$ cat src/rtl/gpu_video_pkg.sv
// Shared video/framebuffer definitions for the z-buffer writer and scanout.
package gpu_video_pkg;

  // 640x480@60 timing, in pixel ticks (horizontal) and lines (vertical)
  localparam int H_ACTIVE = 640;
  localparam int H_FP     = 16;
  localparam int H_SYNC   = 96;
  localparam int H_BP     = 48;
  localparam int V_ACTIVE = 480;
  localparam int V_FP     = 10;
  localparam int V_SYNC   = 2;
  localparam int V_BP     = 33;
  localparam int H_TOTAL  = H_ACTIVE + H_FP + H_SYNC + H_BP;
  localparam int V_TOTAL  = V_ACTIVE + V_FP + V_SYNC + V_BP;

  // Framebuffer is column-major: addr = x*FB_HEIGHT + y
  localparam int FB_WIDTH      = 640;
  localparam int FB_HEIGHT     = 480;
  localparam int FB_COL_STRIDE = FB_HEIGHT;

  localparam int PIXEL_W   = 24;
  localparam int FB_ADDR_W = 20;
  localparam int COORD_W   = 10;

  typedef logic [PIXEL_W-1:0]   pixel_t;
  typedef logic [FB_ADDR_W-1:0] fb_addr_t;
  typedef logic [COORD_W-1:0]   coord_t;

  // Region of a scan axis: visible, front porch, sync pulse, back porch
  typedef enum logic [1:0] {
    REGION_ACTIVE,
    REGION_FP,
    REGION_SYNC,
    REGION_BP
  } region_e;

  function automatic region_e region_of(input int pos, input int act,
                                        input int fp, input int sync);
    if (pos < act)                  return REGION_ACTIVE;
    else if (pos < act + fp)        return REGION_FP;
    else if (pos < act + fp + sync) return REGION_SYNC;
    else                            return REGION_BP;
  endfunction

endpackage

$ cat src/rtl/vga_timing_gen.sv
// Pixel-tick divider, h/v scan counters and region decode of the current position.
module vga_timing_gen
  import gpu_video_pkg::*;
#(
  parameter int H_ACTIVE = gpu_video_pkg::H_ACTIVE,
  parameter int H_FP     = gpu_video_pkg::H_FP,
  parameter int H_SYNC   = gpu_video_pkg::H_SYNC,
  parameter int H_BP     = gpu_video_pkg::H_BP,
  parameter int V_ACTIVE = gpu_video_pkg::V_ACTIVE,
  parameter int V_FP     = gpu_video_pkg::V_FP,
  parameter int V_SYNC   = gpu_video_pkg::V_SYNC,
  parameter int V_BP     = gpu_video_pkg::V_BP,
  parameter int CLK_DIV  = 2   // must be >= 2 so the 1-clk memory read fits inside a tick
) (
  input  logic               clk,
  input  logic               reset,
  output logic               tick,
  output logic [COORD_W-1:0] h,
  output logic [COORD_W-1:0] v,
  output logic               line_end,
  output logic [COORD_W-1:0] v_next,
  output logic               active,
  output logic               hsync_n,
  output logic               vsync_n,
  output logic               vblank
);

  localparam int H_TOT = H_ACTIVE + H_FP + H_SYNC + H_BP;
  localparam int V_TOT = V_ACTIVE + V_FP + V_SYNC + V_BP;
  localparam int DIV_W = $clog2(CLK_DIV);
  localparam logic [DIV_W-1:0] DIV_LAST = DIV_W'(CLK_DIV - 1);
  localparam coord_t H_LAST = COORD_W'(H_TOT - 1);
  localparam coord_t V_LAST = COORD_W'(V_TOT - 1);
  localparam coord_t ONE    = COORD_W'(1);

  logic [DIV_W-1:0] div_q, div_d;
  coord_t           h_q, h_d;
  coord_t           v_q, v_d;
  region_e          h_region, v_region;

  // Divider wraps every CLK_DIV clks; h/v step only on the tick
  always_comb begin
    tick     = (div_q == DIV_LAST) && !reset;
    line_end = (h_q == H_LAST);
    v_next   = (v_q == V_LAST) ? '0 : v_q + ONE;
    div_d    = (div_q == DIV_LAST) ? '0 : div_q + 1'b1;
    h_d      = h_q;
    v_d      = v_q;
    if (tick) begin
      if (line_end) begin
        h_d = '0;
        v_d = v_next;
      end else begin
        h_d = h_q + ONE;
      end
    end
  end

  // Counter state; reset restarts the scan at (0,0) with a fresh divider phase
  always_ff @(posedge clk) begin
    if (reset) begin
      div_q <= '0;
      h_q   <= '0;
      v_q   <= '0;
    end else begin
      div_q <= div_d;
      h_q   <= h_d;
      v_q   <= v_d;
    end
  end

  // Decode sync/visibility for the position currently being addressed
  always_comb begin
    h_region = region_of(int'(h_q), H_ACTIVE, H_FP, H_SYNC);
    v_region = region_of(int'(v_q), V_ACTIVE, V_FP, V_SYNC);
    h        = h_q;
    v        = v_q;
    active   = (h_region == REGION_ACTIVE) && (v_region == REGION_ACTIVE);
    hsync_n  = (h_region != REGION_SYNC);
    vsync_n  = (v_region != REGION_SYNC);
    vblank   = (v_region != REGION_ACTIVE);
  end

endmodule

$ cat src/rtl/display_scanout.sv
// Framebuffer scanout: address generation plus a one-tick output register.
module display_scanout
  import gpu_video_pkg::*;
#(
  parameter int H_ACTIVE   = gpu_video_pkg::H_ACTIVE,
  parameter int H_FP       = gpu_video_pkg::H_FP,
  parameter int H_SYNC     = gpu_video_pkg::H_SYNC,
  parameter int H_BP       = gpu_video_pkg::H_BP,
  parameter int V_ACTIVE   = gpu_video_pkg::V_ACTIVE,
  parameter int V_FP       = gpu_video_pkg::V_FP,
  parameter int V_SYNC     = gpu_video_pkg::V_SYNC,
  parameter int V_BP       = gpu_video_pkg::V_BP,
  parameter int CLK_DIV    = 2,
  parameter int COL_STRIDE = gpu_video_pkg::FB_COL_STRIDE
) (
  input  logic                 clk,
  input  logic                 reset,
  output logic [FB_ADDR_W-1:0] fb_read_addr,
  input  logic [PIXEL_W-1:0]   fb_read_data,
  output logic [PIXEL_W-1:0]   pixel,
  output logic                 hsync,
  output logic                 vsync,
  output logic                 de,
  output logic [COORD_W-1:0]   counterX,
  output logic [COORD_W-1:0]   counterY,
  output logic                 frame_start,
  output logic                 vblank
);

  localparam fb_addr_t STRIDE = FB_ADDR_W'(COL_STRIDE);

  logic   tick, line_end, active, hsync_n, vsync_n, vblank_cur;
  coord_t h, v, v_next;

  vga_timing_gen #(
    .H_ACTIVE(H_ACTIVE), .H_FP(H_FP), .H_SYNC(H_SYNC), .H_BP(H_BP),
    .V_ACTIVE(V_ACTIVE), .V_FP(V_FP), .V_SYNC(V_SYNC), .V_BP(V_BP),
    .CLK_DIV (CLK_DIV)
  ) u_timing (
    .clk     (clk),
    .reset   (reset),
    .tick    (tick),
    .h       (h),
    .v       (v),
    .line_end(line_end),
    .v_next  (v_next),
    .active  (active),
    .hsync_n (hsync_n),
    .vsync_n (vsync_n),
    .vblank  (vblank_cur)
  );

  fb_addr_t addr_q, addr_d;
  pixel_t   pixel_q, pixel_d;
  coord_t   counterx_q, counterx_d, countery_q, countery_d;
  logic     hsync_q, hsync_d, vsync_q, vsync_d, de_q, de_d;
  logic     frame_start_q, frame_start_d, vblank_q, vblank_d;

  // Running h*stride+v: step by one column while visible, reload at line end
  always_comb begin
    addr_d = addr_q;
    if (tick) begin
      if (line_end)
        addr_d = FB_ADDR_W'(v_next);
      else if (int'(h) < H_ACTIVE - 1)
        addr_d = addr_q + STRIDE;
    end
    fb_read_addr = active ? addr_q : '0;
  end

  // Capture the addressed position on the tick; frame_start only lives one clk
  always_comb begin
    pixel_d       = pixel_q;
    hsync_d       = hsync_q;
    vsync_d       = vsync_q;
    de_d          = de_q;
    counterx_d    = counterx_q;
    countery_d    = countery_q;
    vblank_d      = vblank_q;
    frame_start_d = 1'b0;
    if (tick) begin
      pixel_d       = active ? fb_read_data : '0;
      hsync_d       = hsync_n;
      vsync_d       = vsync_n;
      de_d          = active;
      counterx_d    = h;
      countery_d    = v;
      vblank_d      = vblank_cur;
      frame_start_d = (h == '0) && (v == '0);
    end
  end

  // Address and output registers
  always_ff @(posedge clk) begin
    if (reset) begin
      addr_q        <= '0;
      pixel_q       <= '0;
      hsync_q       <= 1'b1;
      vsync_q       <= 1'b1;
      de_q          <= 1'b0;
      counterx_q    <= '0;
      countery_q    <= '0;
      frame_start_q <= 1'b0;
      vblank_q      <= 1'b0;
    end else begin
      addr_q        <= addr_d;
      pixel_q       <= pixel_d;
      hsync_q       <= hsync_d;
      vsync_q       <= vsync_d;
      de_q          <= de_d;
      counterx_q    <= counterx_d;
      countery_q    <= countery_d;
      frame_start_q <= frame_start_d;
      vblank_q      <= vblank_d;
    end
  end

  assign pixel       = pixel_q;
  assign hsync       = hsync_q;
  assign vsync       = vsync_q;
  assign de          = de_q;
  assign counterX    = counterx_q;
  assign counterY    = countery_q;
  assign frame_start = frame_start_q;
  assign vblank      = vblank_q;

endmodule

$ cat config.mk
export PLATFORM = sky130hd
export DESIGN_NAME = display_scanout
export DESIGN_NICKNAME = d
export VERILOG_FILES = /design/src/rtl/gpu_video_pkg.sv /design/src/rtl/vga_timing_gen.sv /design/src/rtl/display_scanout.sv
export SDC_FILE = /design/constraint.sdc
export NUM_CORES = 1
export LEC_CHECK = 0
export BUFFER_PORTS_ARGS = -buffer_cell sky130_fd_sc_hd__buf_2
export CAP_MARGIN = 20
export CORE_UTILIZATION = 23
export CTS_CLUSTER_SIZE = 8
export DETAILED_ROUTE_END_ITERATION = 12
export HOLD_SLACK_MARGIN = 0.03
export PLACE_DENSITY = 0.38
export SKIP_CTS_REPAIR_TIMING = 1
export SLEW_MARGIN = 20
export SYNTH_ARGS = -nofsm -noshare
export SYNTH_HDL_FRONTEND = slang
export SYNTH_HIERARCHICAL = 1
export SYNTH_SLANG_ARGS = --single-unit
export TNS_END_PERCENT = 5
$ cat constraint.sdc
create_clock -name clk -period 2.1 [get_ports clk]
set_input_delay 0.42 -clock clk [delete_from_list [all_inputs] [get_ports clk]]
set_output_delay 0.42 -clock clk [all_outputs]
set_load 0.01 [all_outputs]
==> reports/qor.yml <==
worstSetupStartpointType: "register"
fin_util: 0.302
crit_fanout: 20
dr.pass1.iters: 4
max_freq_mhz: 480
htree_levels: 3
syn_area_per_cell_um2: 8.83
syn_nets: 507
antenna_found_initial: 0
syn_inst: 477
synth_top_flop_cell: "dfxtp_1"
rrSetupSlack_ns: 0.14
dieArea_mm2: 0.0189
finalSetupViolCount: 0
fin_crit_sh: 0.991
synth-edff-count: 0
ant_nets: 0
ys_seq_area_frac: 0.428
diodes: 0
synth_area_mm2: 0.00421
nNetsFinal: 614
gp_congestion: 0.803
critPathKind: "reg2out"
first_iter_violations: 224
wl_met1_um: 6360
max-cap-violations: 0
drc_errors: 0
grt_overflow: 0
final_area_mm2: 0.00542
grt_pass1_vias: 3455
die_y_um: 137
cp-end-kind: "primary output"
cts_buffers: 9
grt_start_max_net_pins: 54
cts.clk_slew.worst_paths_ns: 0.07
tightest_slew_ns: 0.587
nFillCells: 1945
cts_tree: "done"
drive_gt1_frac: 0.295
hold_ws_ns: 0.297
peakVddDrop_mv: 0.349
io_pins: 95
dr_wl_met2_um: 5450
status: "finished, final reports clean"
finalClockSkew_ns: 0.00703
ys_ff_latch: 90
worstHoldPathType: "in2reg"
cts_buffer_depth: 2
ys_warn_count: 6
start_util: 0.235
avgViaCountPerCell: 4.70
cts_root_buffer: "clkbuf_16"
routed_wl_um: 12600
place_area_mm2: 0.00507
async_flop_share: 0
wl_met3_um: 635
ys_types: 62
p_leak_nw: 2.24
syn_to_final_growth_pct: 28.6
slew_viol_final: 0
place_hpwl_um: 8770
core_mm2: 0.0180
worst_ep_arrival_time_ns: 1.66
rsz0062_at_grt: "yes"
fin_crit_ns: 2.08
rows: 49
track_usage: 0.135
clk_latency_ns: 0.35
routed.top_layer: "met4"
finalHoldViolations: 0
post_drt_wl_per_cell_um: 15.4
power_mw: 3.88
grt_pass1_wl_um: 19300
route.vias.total: 3841
io_buffers: 94
crit_required_ns: 1.68
die_x_um: 137
p_per_area_mw_per_mm2: 717
slew_headroom: 0.608
clkSinkCount: 90
-- cells in the final DEF (no fill, tap or decap), types with 3 or more instances in the layout --
| cell type | Yosys | routed |
|---|---|---|
| xnor2_1 | 9 | 9 |
| or3_1 | 8 | 8 |
| buf_4 | 1 | 33 |
| or2_1 | 3 | 3 |
| xor2_1 | 7 | 7 |
| a21oi_1 | 24 | 24 |
| nor3_1 | 8 | 8 |
| ha_1 | 4 | 3 |
| a22oi_1 | 24 | 24 |
| buf_2 | 8 | 94 |
| nand4b_1 | 3 | 3 |
| nand2b_1 | 4 | 4 |
| dfxtp_1 | 90 | 86 |
| or4_1 | 3 | 3 |
| mux2i_1 | 21 | 21 |
| nand3_1 | 16 | 16 |
| nand2_1 | 24 | 24 |
| nand4_1 | 8 | 8 |
| nor2b_1 | 5 | 4 |
| or2b_1 | 3 | 3 |
| a311oi_1 | 9 | 8 |
| a31oi_1 | 8 | 8 |
| o21ai_0 | 9 | 9 |
| inv_1 | 7 | 7 |
| dfxtp_2 | 0 | 3 |
| and2_1 | 23 | 22 |
| nor2_1 | 72 | 71 |
| o2bb2ai_1 | 4 | 4 |
| clkbuf_16 | 0 | 9 |
| nor4_1 | 8 | 8 |
| nand4_2 | 3 | 3 |
-- per-layer routing --
layer  GRT usage  up-vias
li1            -     1920
met1       0.197     1805
met2       0.192      103
met3      0.0287       13
met4      0.0452        0
met5           0        -
-- kinds of logic (layout without fill, tap and decap cells) --
family | after synthesis | after routing | synth area share
AO/OA/AOI/OAI | 95 | 95 | 0.158
XOR/XNOR | 16 | 16 | 0.0333
adder cells (fa/ha/maj) | 4 | 4 | 0.0119
buffers and inverters | 41 | 153 | 0.0451
flip-flops | 90 | 90 | 0.428
multiplexers | 21 | 21 | 0.0499
AND/OR/NAND/NOR | 210 | 210 | 0.275
-- final cells by class --
type | instances | area [µm²] | area share
Clock buffer | 10 | 239 | 0.0441
Clock inverter | 6 | 73.8 | 0.0136
Inverter | 9 | 33.8 | 0.00624
Multi-Input combinational cell | 346 | 2250 | 0.415
Sequential cell | 90 | 1810 | 0.334
Tap cell | 229 | 287 | 0.0529
Timing Repair Buffer | 128 | 729 | 0.135
-- cells in the mapped netlist (all sizes together), types with 2 or more instances --
library cell | instances | area, µm²
mux2i | 21 | 210
or4 | 3 | 22.5
nor4 | 10 | 83.8
inv | 9 | 33.8
a311oi | 9 | 78.8
buf | 18 | 104
xor2 | 7 | 61.3
a31oi | 8 | 50.1
o22ai | 2 | 12.5
a211o | 2 | 17.5
nor4b | 2 | 38.8
o2bb2ai | 4 | 35.0
a21oi | 24 | 120
nor2b | 5 | 31.3
a22oi | 24 | 180
ha | 4 | 50.1
or2b | 3 | 22.5
nor3 | 8 | 40.0
or3 | 8 | 50.1
nand2b | 4 | 25.0
nand2 | 25 | 96.4
or2 | 5 | 31.3
xnor2 | 9 | 78.8
clkbuf | 14 | 52.6
nand4b | 3 | 26.3
nand4 | 11 | 87.6
o21ai | 11 | 55.1
nor2 | 72 | 270
nor3b | 3 | 33.8
nand3 | 17 | 90.1
and2 | 24 | 151
dfxtp | 90 | 1800
and4 | 2 | 18.8
a21o | 3 | 22.5
and3 | 3 | 20.0
-- flip-flops by register name (all words and copies together) (netlist names), 10 cells and up --
signal      flops
counterY       10
pixel          24
addr_q         20
u_timing/h     10
counterX       10
u_timing/v     10
-- metrics by stage --
step	TNS, ns	setup slack [ns]	instances
floorplan	0	0.0923	477
global placement	0	0.0824	801
detailed placement	0	0.0215	801
CTS	-2.94	-0.178	817
global route	-1.18	-0.0763	818
finish	0	0.0186	818
-- worst paths after layout --
path	end	depth (start not counted)	from
setup / recovery	fb_read_addr[5]	6	u_timing/v[8]
hold / removal	pixel[16]	3	fb_read_data[16]
setup reg to reg	addr_q[15]	7	u_timing/h[0]
hold reg to reg	addr_q[2]	2	addr_q[2]
-- worst max-delay path, stage by stage (launching register included) --
cell	delay [ns]
dfxtp_2	0.39
nand4_1	0.23
nand2b_1	0.18
nor2_2	0.06
buf_6	0.15
and2_2	0.17
buf_2	0.13
-- power by group --
part | internal [mW] | switching, mW | leakage [nW]
clock network | 0.971 | 0.757 | 0.147
logic | 0.158 | 0.212 | 1.36
registers | 1.75 | 0.0403 | 0.732
total | 2.88 | 1.01 | 2.24
No activity file was read; power rests on OpenSTA's default activity.
